File: src/rtl/data_mem_arbiter_if.sv
// rtl/data_mem_arbiter_if.sv - request/response and data_memory port bundle of the data memory arbiter
interface data_mem_arbiter_if #(
    parameter int DATA_WIDTH = 32,
    parameter int ADDR_WIDTH = 10
);
    localparam int BE_WIDTH = DATA_WIDTH / 8;

    logic [1:0]                 req_valid_i;
    logic [1:0]                 req_ready_o;
    logic [1:0]                 req_we_i;
    logic [1:0][BE_WIDTH-1:0]   req_be_i;
    logic [1:0][31:0]           req_addr_i;
    logic [1:0][DATA_WIDTH-1:0] req_wdata_i;
    logic [1:0]                 rsp_valid_o;
    logic [DATA_WIDTH-1:0]      rsp_rdata_o;
    logic                       mem_we_o;
    logic [ADDR_WIDTH-1:0]      mem_addr_o;
    logic [DATA_WIDTH-1:0]      mem_wdata_o;
    logic [DATA_WIDTH-1:0]      mem_rdata_i;

    modport slave (
        input  req_valid_i, req_we_i, req_be_i, req_addr_i, req_wdata_i, mem_rdata_i,
        output req_ready_o, rsp_valid_o, rsp_rdata_o, mem_we_o, mem_addr_o, mem_wdata_o
    );

    modport master (
        output req_valid_i, req_we_i, req_be_i, req_addr_i, req_wdata_i, mem_rdata_i,
        input  req_ready_o, rsp_valid_o, rsp_rdata_o, mem_we_o, mem_addr_o, mem_wdata_o
    );
endinterface

File: src/rtl/data_mem_arbiter.sv
// rtl/data_mem_arbiter.sv - two-port scheduler for data_memory with read-modify-write byte stores
// DMEM_ARB_RR_EN selects round-robin arbitration; otherwise port 0 has fixed priority.
module data_mem_arbiter #(
    parameter int DATA_WIDTH = 32,
    parameter int MEM_SIZE   = 1024,
    parameter int ADDR_WIDTH = $clog2(MEM_SIZE)
) (
    input logic               clk_i,
    input logic               rst_i,
    data_mem_arbiter_if.slave bus
);
    localparam int BE_WIDTH = DATA_WIDTH / 8;

    typedef enum logic [2:0] {IDLE, READ, CAPT, WRITE, RESP} state_t;

    state_t                state;
    logic                  lat_we;
    logic                  owner;
    logic [BE_WIDTH-1:0]   lat_be;
    logic [ADDR_WIDTH-1:0] lat_addr;
    logic [DATA_WIDTH-1:0] lat_wdata;
    logic [DATA_WIDTH-1:0] rbuf;

    logic                  mem_we;
    logic [ADDR_WIDTH-1:0] mem_addr;
    logic [DATA_WIDTH-1:0] mem_wdata;
    logic [1:0]            rsp_valid;

    logic                  gsel;
    logic                  accept;
    logic                  sel_we;
    logic [BE_WIDTH-1:0]   sel_be;
    logic [31:0]           sel_addr;
    logic [DATA_WIDTH-1:0] sel_wdata;
    logic [ADDR_WIDTH-1:0] sel_word;
    logic                  unused_addr_bits;

`ifdef DMEM_ARB_RR_EN
    logic last_grant;

    always_comb begin
        if (bus.req_valid_i == 2'b11) gsel = ~last_grant;
        else                          gsel = ~bus.req_valid_i[0];
    end
`else
    assign gsel = ~bus.req_valid_i[0];
`endif

    // Ready is withheld during reset so a handshake is never lost to the reset edge.
    assign accept          = (state == IDLE) && !rst_i && (|bus.req_valid_i);
    assign bus.req_ready_o = accept ? (gsel ? 2'b10 : 2'b01) : 2'b00;

    assign sel_we           = bus.req_we_i[gsel];
    assign sel_be           = bus.req_be_i[gsel];
    assign sel_addr         = bus.req_addr_i[gsel];
    assign sel_wdata        = bus.req_wdata_i[gsel];
    assign sel_word         = sel_addr[ADDR_WIDTH+1:2];
    assign unused_addr_bits = ^{sel_addr[31:ADDR_WIDTH+2], sel_addr[1:0]};

    function automatic logic [DATA_WIDTH-1:0] merge(input logic [DATA_WIDTH-1:0] wd,
                                                    input logic [DATA_WIDTH-1:0] rd,
                                                    input logic [BE_WIDTH-1:0]   be);
        for (int i = 0; i < BE_WIDTH; i++)
            merge[8*i +: 8] = be[i] ? wd[8*i +: 8] : rd[8*i +: 8];
    endfunction

    always_ff @(posedge clk_i) begin
        if (rst_i) begin
            state     <= IDLE;
            lat_we    <= 1'b0;
            lat_be    <= '0;
            lat_addr  <= '0;
            lat_wdata <= '0;
            owner     <= 1'b0;
            rbuf      <= '0;
            mem_we    <= 1'b0;
            mem_addr  <= '0;
            mem_wdata <= '0;
            rsp_valid <= '0;
`ifdef DMEM_ARB_RR_EN
            last_grant <= 1'b1;
`endif
        end else begin
            mem_we    <= 1'b0;
            mem_addr  <= '0;
            mem_wdata <= '0;
            rsp_valid <= '0;
            case (state)
                IDLE: if (accept) begin
                    lat_we    <= sel_we;
                    lat_be    <= sel_be;
                    lat_addr  <= sel_word;
                    lat_wdata <= sel_wdata;
                    owner     <= gsel;
`ifdef DMEM_ARB_RR_EN
                    last_grant <= gsel;
`endif
                    if (!sel_we || (sel_be != '0 && sel_be != '1)) begin
                        state    <= READ;
                        mem_addr <= sel_word;
                    end else if (sel_be == '1) begin
                        state     <= WRITE;
                        mem_we    <= 1'b1;
                        mem_addr  <= sel_word;
                        mem_wdata <= sel_wdata;
                    end else begin
                        state     <= RESP;
                        rsp_valid <= {gsel, ~gsel};
                    end
                end
                READ: begin
                    state    <= CAPT;
                    mem_addr <= lat_addr;
                end
                // Sampling here, a cycle after the address first appears, suits both read styles.
                CAPT: begin
                    rbuf <= bus.mem_rdata_i;
                    if (lat_we) begin
                        state     <= WRITE;
                        mem_we    <= 1'b1;
                        mem_addr  <= lat_addr;
                        mem_wdata <= merge(lat_wdata, bus.mem_rdata_i, lat_be);
                    end else begin
                        state     <= RESP;
                        rsp_valid <= {owner, ~owner};
                    end
                end
                WRITE: begin
                    state     <= RESP;
                    rsp_valid <= {owner, ~owner};
                end
                RESP:    state <= IDLE;
                default: state <= IDLE;
            endcase
        end
    end

    assign bus.mem_we_o    = mem_we;
    assign bus.mem_addr_o  = mem_addr;
    assign bus.mem_wdata_o = mem_wdata;
    assign bus.rsp_valid_o = rsp_valid;
    assign bus.rsp_rdata_o = (state == RESP && !lat_we) ? rbuf : '0;
endmodule

File: src/flat_wrapper.sv
// flat-port wrapper written by rule: the top's interface ports become plain ports
module data_mem_arbiter_flat 
#(
    parameter int DATA_WIDTH = 32,
    parameter int MEM_SIZE   = 1024,
    parameter int ADDR_WIDTH = $clog2(MEM_SIZE)
)
  (clk_i, rst_i, bus_req_valid_i, bus_req_we_i, bus_req_be_i, bus_req_addr_i, bus_req_wdata_i, bus_mem_rdata_i, bus_req_ready_o, bus_rsp_valid_o, bus_rsp_rdata_o, bus_mem_we_o, bus_mem_addr_o, bus_mem_wdata_o);
  data_mem_arbiter_if #(.DATA_WIDTH(DATA_WIDTH), .ADDR_WIDTH(ADDR_WIDTH)) bus_i ();
  input logic clk_i;
  input logic rst_i;
  input wire logic [$bits(bus_i.req_valid_i)-1:0] bus_req_valid_i;
  input wire logic [$bits(bus_i.req_we_i)-1:0] bus_req_we_i;
  input wire logic [$bits(bus_i.req_be_i)-1:0] bus_req_be_i;
  input wire logic [$bits(bus_i.req_addr_i)-1:0] bus_req_addr_i;
  input wire logic [$bits(bus_i.req_wdata_i)-1:0] bus_req_wdata_i;
  input wire logic [$bits(bus_i.mem_rdata_i)-1:0] bus_mem_rdata_i;
  output wire logic [$bits(bus_i.req_ready_o)-1:0] bus_req_ready_o;
  output wire logic [$bits(bus_i.rsp_valid_o)-1:0] bus_rsp_valid_o;
  output wire logic [$bits(bus_i.rsp_rdata_o)-1:0] bus_rsp_rdata_o;
  output wire logic [$bits(bus_i.mem_we_o)-1:0] bus_mem_we_o;
  output wire logic [$bits(bus_i.mem_addr_o)-1:0] bus_mem_addr_o;
  output wire logic [$bits(bus_i.mem_wdata_o)-1:0] bus_mem_wdata_o;
  assign bus_i.req_valid_i = bus_req_valid_i;
  assign bus_i.req_we_i = bus_req_we_i;
  assign bus_i.req_be_i = bus_req_be_i;
  assign bus_i.req_addr_i = bus_req_addr_i;
  assign bus_i.req_wdata_i = bus_req_wdata_i;
  assign bus_i.mem_rdata_i = bus_mem_rdata_i;
  assign bus_req_ready_o = bus_i.req_ready_o;
  assign bus_rsp_valid_o = bus_i.rsp_valid_o;
  assign bus_rsp_rdata_o = bus_i.rsp_rdata_o;
  assign bus_mem_we_o = bus_i.mem_we_o;
  assign bus_mem_addr_o = bus_i.mem_addr_o;
  assign bus_mem_wdata_o = bus_i.mem_wdata_o;
  data_mem_arbiter #(.DATA_WIDTH(DATA_WIDTH), .MEM_SIZE(MEM_SIZE), .ADDR_WIDTH(ADDR_WIDTH)) u_core (.clk_i(clk_i), .rst_i(rst_i), .bus(bus_i));
endmodule
File: config.mk
export PLATFORM = sky130hd
export DESIGN_NAME = data_mem_arbiter_flat
export DESIGN_NICKNAME = d
export VERILOG_FILES = /design/src/rtl/data_mem_arbiter_if.sv /design/src/rtl/data_mem_arbiter.sv /design/src/flat_wrapper.sv
export SDC_FILE = /design/constraint.sdc
export NUM_CORES = 1
export LEC_CHECK = 0
export BUFFER_PORTS_ARGS = -buffer_cell sky130_fd_sc_hd__buf_2
export CELL_PAD_IN_SITES_DETAIL_PLACEMENT = 0
export CELL_PAD_IN_SITES_GLOBAL_PLACEMENT = 1
export CORE_MARGIN = 10
export CORE_UTILIZATION = 36
export CTS_BUF_LIST = sky130_fd_sc_hd__clkbuf_4 sky130_fd_sc_hd__clkbuf_8 sky130_fd_sc_hd__clkbuf_16
export CTS_CLUSTER_DIAMETER = 200
export CTS_CLUSTER_SIZE = 25
export DETAILED_ROUTE_END_ITERATION = 7
export HOLD_SLACK_MARGIN = 0.06
export MAX_ROUTING_LAYER = met4
export PLACE_DENSITY = 0.82
export SYNTH_ARGS = -nofsm -noshare
export SYNTH_HDL_FRONTEND = slang
export SYNTH_SLANG_ARGS = --single-unit
File: constraint.sdc
create_clock -name clk_i -period 2.56 [get_ports clk_i]
set_input_delay 0 -clock clk_i [delete_from_list [all_inputs] [get_ports clk_i]]
set_output_delay 0 -clock clk_i [all_outputs]
set_load 0.01 [all_outputs]
Yosys cells after proc, flatten, opt, wreduce, memory -nomap -nowiden. Index checks and enable logic that the tools add are counted.

Bits in registers: 128. Latch bits: 0. Memory bits (writable): 0. Bits in read-only memories: 0. Output and inout port bits: 79. Logic and storage cells: 73. Memories: 0.

Add/sub/neg operators: 0. Multipliers: 0. Div/mod/pow operators: 0. Magnitude comparators: 1. Equality and inequality tests: 7. Shifts and indexed selects: 0. Muxes and demuxes: 40. Bitwise gates (word level): 2. Reduce and logical (&&, ||, !) cells: 12.

Operators with widths (number): $mux 32 (7); $pmux 32 s2 (1); $mux 10 (4); $mux 8 (4); $pmux 10 s3 (1); $mux 12 (2); $mux 2 (6); $mux 3 (4); $pmux 3 s4 (1); $mux 4 (2); $eq 3x2->1 const B (2); $mux 1 (6); $pmux 2 s3 (1); $eq 4x4->1 const B (1); $logic_and 1x1->1 (4); $ne 4x4->1 const B (1); $reduce_bool 4->1 (1); $eq 3x1->1 const B (1); $eq 3x3->1 const B (1); $logic_not 1->1 (3); $logic_not 3->1 (1); $lt 1x2->1 const B (1); $ne 2x1->1 const B (1); $not 1->1 (2); 4 further kinds (4).

Depth between registers and ports, before layout.
Depth after elaboration: 9. Depth in mapped cells: 6. Depth with buffers taken out: 4.

Worst setup path before layout. OpenSTA, ideal clock, no wires.

Path kind: reg-to-reg. From: reg u_core.state[1]. To: reg u_core.lat_be[2]. Setup time: 116 ps. Arrival: 1409 ps. Data required time: 2444 ps. Setup slack: 1035 ps. Cell stages (with the launch flop): 6. Cells stage by stage: dfxtp_1 -> buf_6 -> or3_4 -> or2_4 -> buf_6 -> a31o_2.

Word-level cells in the longest chain between the ends: 4.

Ends and longest elaborated chain: from (decl) (RTL line data_mem_arbiter.sv:16) `state_t state;`; from (signal assigned) (RTL line data_mem_arbiter.sv:69) `state <= IDLE;`; from (signal assigned) (RTL line data_mem_arbiter.sv:99) `state <= READ;`; from (signal assigned) (RTL line data_mem_arbiter.sv:102) `state <= WRITE;`; $logic_not 3->1 * (RTL line data_mem_arbiter.sv:50, data_mem_arbiter.sv:88); $logic_and 1x1->1 (2 in a row) (RTL line data_mem_arbiter.sv:50) `assign accept = (state == IDLE) && !rst_i && (|bus.req_valid_i);`; $reduce_and 2->1 (no line) *; to (signal assigned) (RTL line data_mem_arbiter.sv:91) `lat_be <= sel_be;`; to (decl) (RTL line data_mem_arbiter.sv:19) `logic [BE_WIDTH-1:0] lat_be;`.

Mark *: on every way between the ends. The rest lies on a longest branch, timed or not. A chain may end at the register's enable or synchronous reset.

Worst setup path in the final report.
From: reg u_core.state[1]. To: reg u_core.lat_we.

Word-level cells in the longest chain between the ends: 4.

Ends and longest elaborated chain: $logic_not 3->1 * (RTL line data_mem_arbiter.sv:50, data_mem_arbiter.sv:88); $logic_and 1x1->1 (2 in a row) (RTL line data_mem_arbiter.sv:50); $reduce_and 2->1 (no line) *; to (signal assigned) (RTL line data_mem_arbiter.sv:90) `lat_we <= sel_we;`; to (decl) (RTL line data_mem_arbiter.sv:17) `logic lat_we;`.

Marked as above.

==> impl_metrics.tcl <==
set metrics [dict create \
    synth.largest_area_cell "dfxtp_1" \
    drcViolationCount 0 \
    clk_latency_ns 0.41 \
    hpwl_mm 12.19 \
    ys_seq_area_share_pct 47.54 \
    ctsRootBufferMaster "clkbuf_16" \
    setup_viol 0 \
    rsz0062_at_grt "no" \
    synth_top_family_by_area "compound AO/OA/AOI/OAI gates" \
    antenna_found_initial 1 \
    hp-class "input pin to flop" \
    crit_fanout 32 \
    clkTransAtPathRegs_ns 0.06 \
    worst-slew-pin-transition_ns 0.6564 \
    startpoint "u_core.state[1]" \
    fin_tns_setup_ns 0 \
    drive_gt1_share_pct 31.10 \
    numCtsBuffers 17 \
    cp_top_family "simple AND/OR/NAND/NOR gates" \
    synthFlopType "dfxtp_1" \
    synth-edff-count 0 \
    critical_path_class "flop to flop" \
    viasPerCell 4.964 \
    grt_overflow 0 \
    synthArstFlopShare_pct 0 \
    nets 1055 \
    ys_top_cells_by_area "dfxtp_1 (48%), mux2i_1 (14%), a211oi_1 (5.2%)" \
    power_density_nw_per_um2 681.0 \
    drtPass1Iterations 5 \
    synth.cell_area_um2 5390 \
    cp_cell_sequence "or3_4, nor2_4, buf_12, a311oi_2, dlygate4sd3_1" \
    ys_warn_count 0 \
    wl_mm 18.33 \
    die_area_um2 20270 \
    synth_xor_area_share_pct 0 \
    arrival_ns 2.70 \
    postSynthAreaPerCell_um2 9.591 \
    cts.repair.resized 0 \
    ys_ff_latch 128 \
    min_from "bus_req_be_i[6]" \
    top_level_ports 253 \
    reg2reg_from "u_core.state[1]" \
    place_congestion 0.8199 \
    synthMuxAreaShare_pct 14.48 \
    die_h_um 142.4 \
    start_kind "flop" \
    endpoint_kind "flop" \
    clockBufferDepth 2 \
    p_leak_nw 3.740 \
    synthAdderAreaFrac_pct 0 \
    synth-compound-area-share_pct 17.34 \
    path_buf_inv 2 \
    slowest_delay_ns 0.58 \
    syn_inst 562 \
    drtIter0Drc 247 \
    min_period_ns 2.401 \
    grt_use_total_pct 18.22 \
    synth_top_area_share_pct 47.54 \
    std_cell_rows 44 \
    num_vias 5356 \
    synthSimpleGateAreaFrac_pct 15.27 \
    finalHoldViolCount 0 \
    ant_nets 0 \
    fp.coreArea_um2 14590 \
    cts_setup_buffers 0 \
    grt_pass1_wl_mm 29.24 \
    grt_pass1_vias 5901 \
    cts_tree "built" \
    status "complete, no violations" \
    slew_headroom_pct 56.18 \
    finalPower_mw 5.739 \
    die_x_um 142.4 \
    htree_levels 4 \
    synth.net_count 736 \
    skew_ns 0.008112 \
    required_ns 2.85 \
    fmax_ghz 0.4165 \
    ir_drop_uv 412.9 \
    finalMaxSlewViolations 0 \
    maxCapViolCount 0 \
    numPortBuffers 208 \
    area_growth_pct 56.36 \
    wl_per_cell_um 16.99 \
    start_util_pct 36.95 \
    fin_crit_sh_pct 93.78 \
    cts_sinks 128 \
    grt_max_degree 46 \
    ys_types 40 \
    slowest_stage "dlygate4sd3_1" \
]
## path summary, 6_finish.rpt
kind | slack (ns) | cells after the start | endpoint
min | 0.11 | 5 | u_core.bus.rsp_valid_o[1]
max | 0.16 | 5 | u_core.lat_we
max reg2reg | 0.16 | 5 | u_core.lat_we
min reg2reg | 0.45 | 2 | u_core.rbuf[5]
## worst register-to-register path, stage by stage (launching register included)
cell,delay [ns]
dfxtp_1,0.41
or3_4,0.42
nor2_4,0.49
buf_12,0.27
a311oi_2,0.12
dlygate4sd3_1,0.58
## Yosys cell counts, types with 2 or more instances
master     instances
a211oi_1          37
a211oi_2           5
a21oi_1           33
a31o_2             4
and2_1            35
buf_1              5
buf_2              6
buf_4              5
buf_6             10
clkbuf_1          21
dfxtp_1          128
inv_1              3
mux2i_1           78
nand2_1           68
nand2b_1           2
nand3_1            4
nor2_1            53
nor3_1             2
nor4_1             2
o22a_1             2
o22ai_1           30
o22ai_2            3
o2bb2ai_1          9
## registers in the layout, summed over array words and instances (netlist names)
register	cells
u_core.rbuf	32
u_core.lat_wdata	32
u_core.bus.rsp_valid_o	2
u_core.lat_addr	10
u_core.bus.mem_we_o	1
u_core.lat_we	1
u_core.state	3
u_core.bus.mem_addr_o	10
u_core.bus.mem_wdata_o	32
u_core.owner	1
u_core.lat_be	4
## repair_timing
| item | CTS | global route |
|---|---|---|
| hold buffers | 125 | 0 |
| setup endpoints to repair | 0 | 0 |
| endpoints found under the hold margin | 119 | 0 |
## kinds of logic (layout without fill, tap and decap cells)
family	count (synthesis)	count (layout)
muxes	78	78
and+or+nand+nor	175	175
buffers and inverters	50	382
other	0	1
DFF	128	128
AOI/OAI and AO/OA	131	131
## per-layer routing
layer / vias to the layer above / track usage [%] / part of all wire [%]
li1: 2632 / - / -
met1: 2512 / 20.11 / 42
met2: 193 / 30.56 / 50
met3: 19 / 6.475 / 7.7
met4: 0 / 4.899 / 0.88
met5: - / - / 0
## power by group
| group | switching, mW | internal [mW] | total (mW) |
|---|---|---|---|
| sequential | 0.115 | 2.14 | 2.26 |
| combinational | 0.423 | 0.480 | 0.903 |
| clock | 0.858 | 1.72 | 2.58 |
## cells in the final DEF, fill, tap and decap left out, types with 2 or more instances in the layout
cell / synthesis / final
mux2i_1: 78 / 78
buf_4: 5 / 13
o22a_1: 2 / 2
o2bb2ai_1: 9 / 9
o22ai_2: 3 / 3
a211oi_1: 37 / 37
buf_2: 6 / 207
clkinv_2: 0 / 3
a21oi_1: 33 / 33
buf_12: 0 / 2
bufinv_16: 0 / 4
clkbuf_16: 0 / 17
nor2_1: 53 / 53
o22ai_1: 30 / 30
nor4_1: 2 / 2
clkbuf_8: 0 / 3
nand2b_1: 2 / 2
and2_1: 35 / 35
clkbuf_4: 0 / 2
a211oi_2: 5 / 5
nand3_1: 4 / 3
clkinvlp_4: 0 / 3
a31o_2: 4 / 4
nor3_1: 2 / 2
nand2_1: 68 / 68
inv_1: 3 / 3
dfxtp_1: 128 / 128
dlygate4sd3_1: 0 / 125
## per-stage QoR
step | cell area, um2 | worst slack (ns) | util [%] | hold WS [ns] | cells
2_1_floorplan | 5390 | 1.035 | - | 0.1360 | 562
3_3_place_gp | 6535 | 0.6481 | 44.79 | 0.2520 | 921
3_5_place_dp | 6535 | 0.6070 | 44.79 | 0.2596 | 921
4_1_cts | 8426 | 0.1921 | 57.75 | 0.08837 | 1078
5_1_grt | 8428 | 0.03417 | 57.77 | 0.1198 | 1079
6_report | 8428 | 0.1593 | 57.77 | 0.1094 | 1079
## layout make-up
cell class	instances	area (um2)
well taps	184	230.2
inverters	3	11.26
diodes	1	2.502
clock buffers	22	481.7
repair buffers	347	2425
multi-input cells	384	2557
clock inverters	10	157.7
flip-flops and latches	128	2562
fillers	1231	6161
No activity file was read; power rests on OpenSTA's default activity.
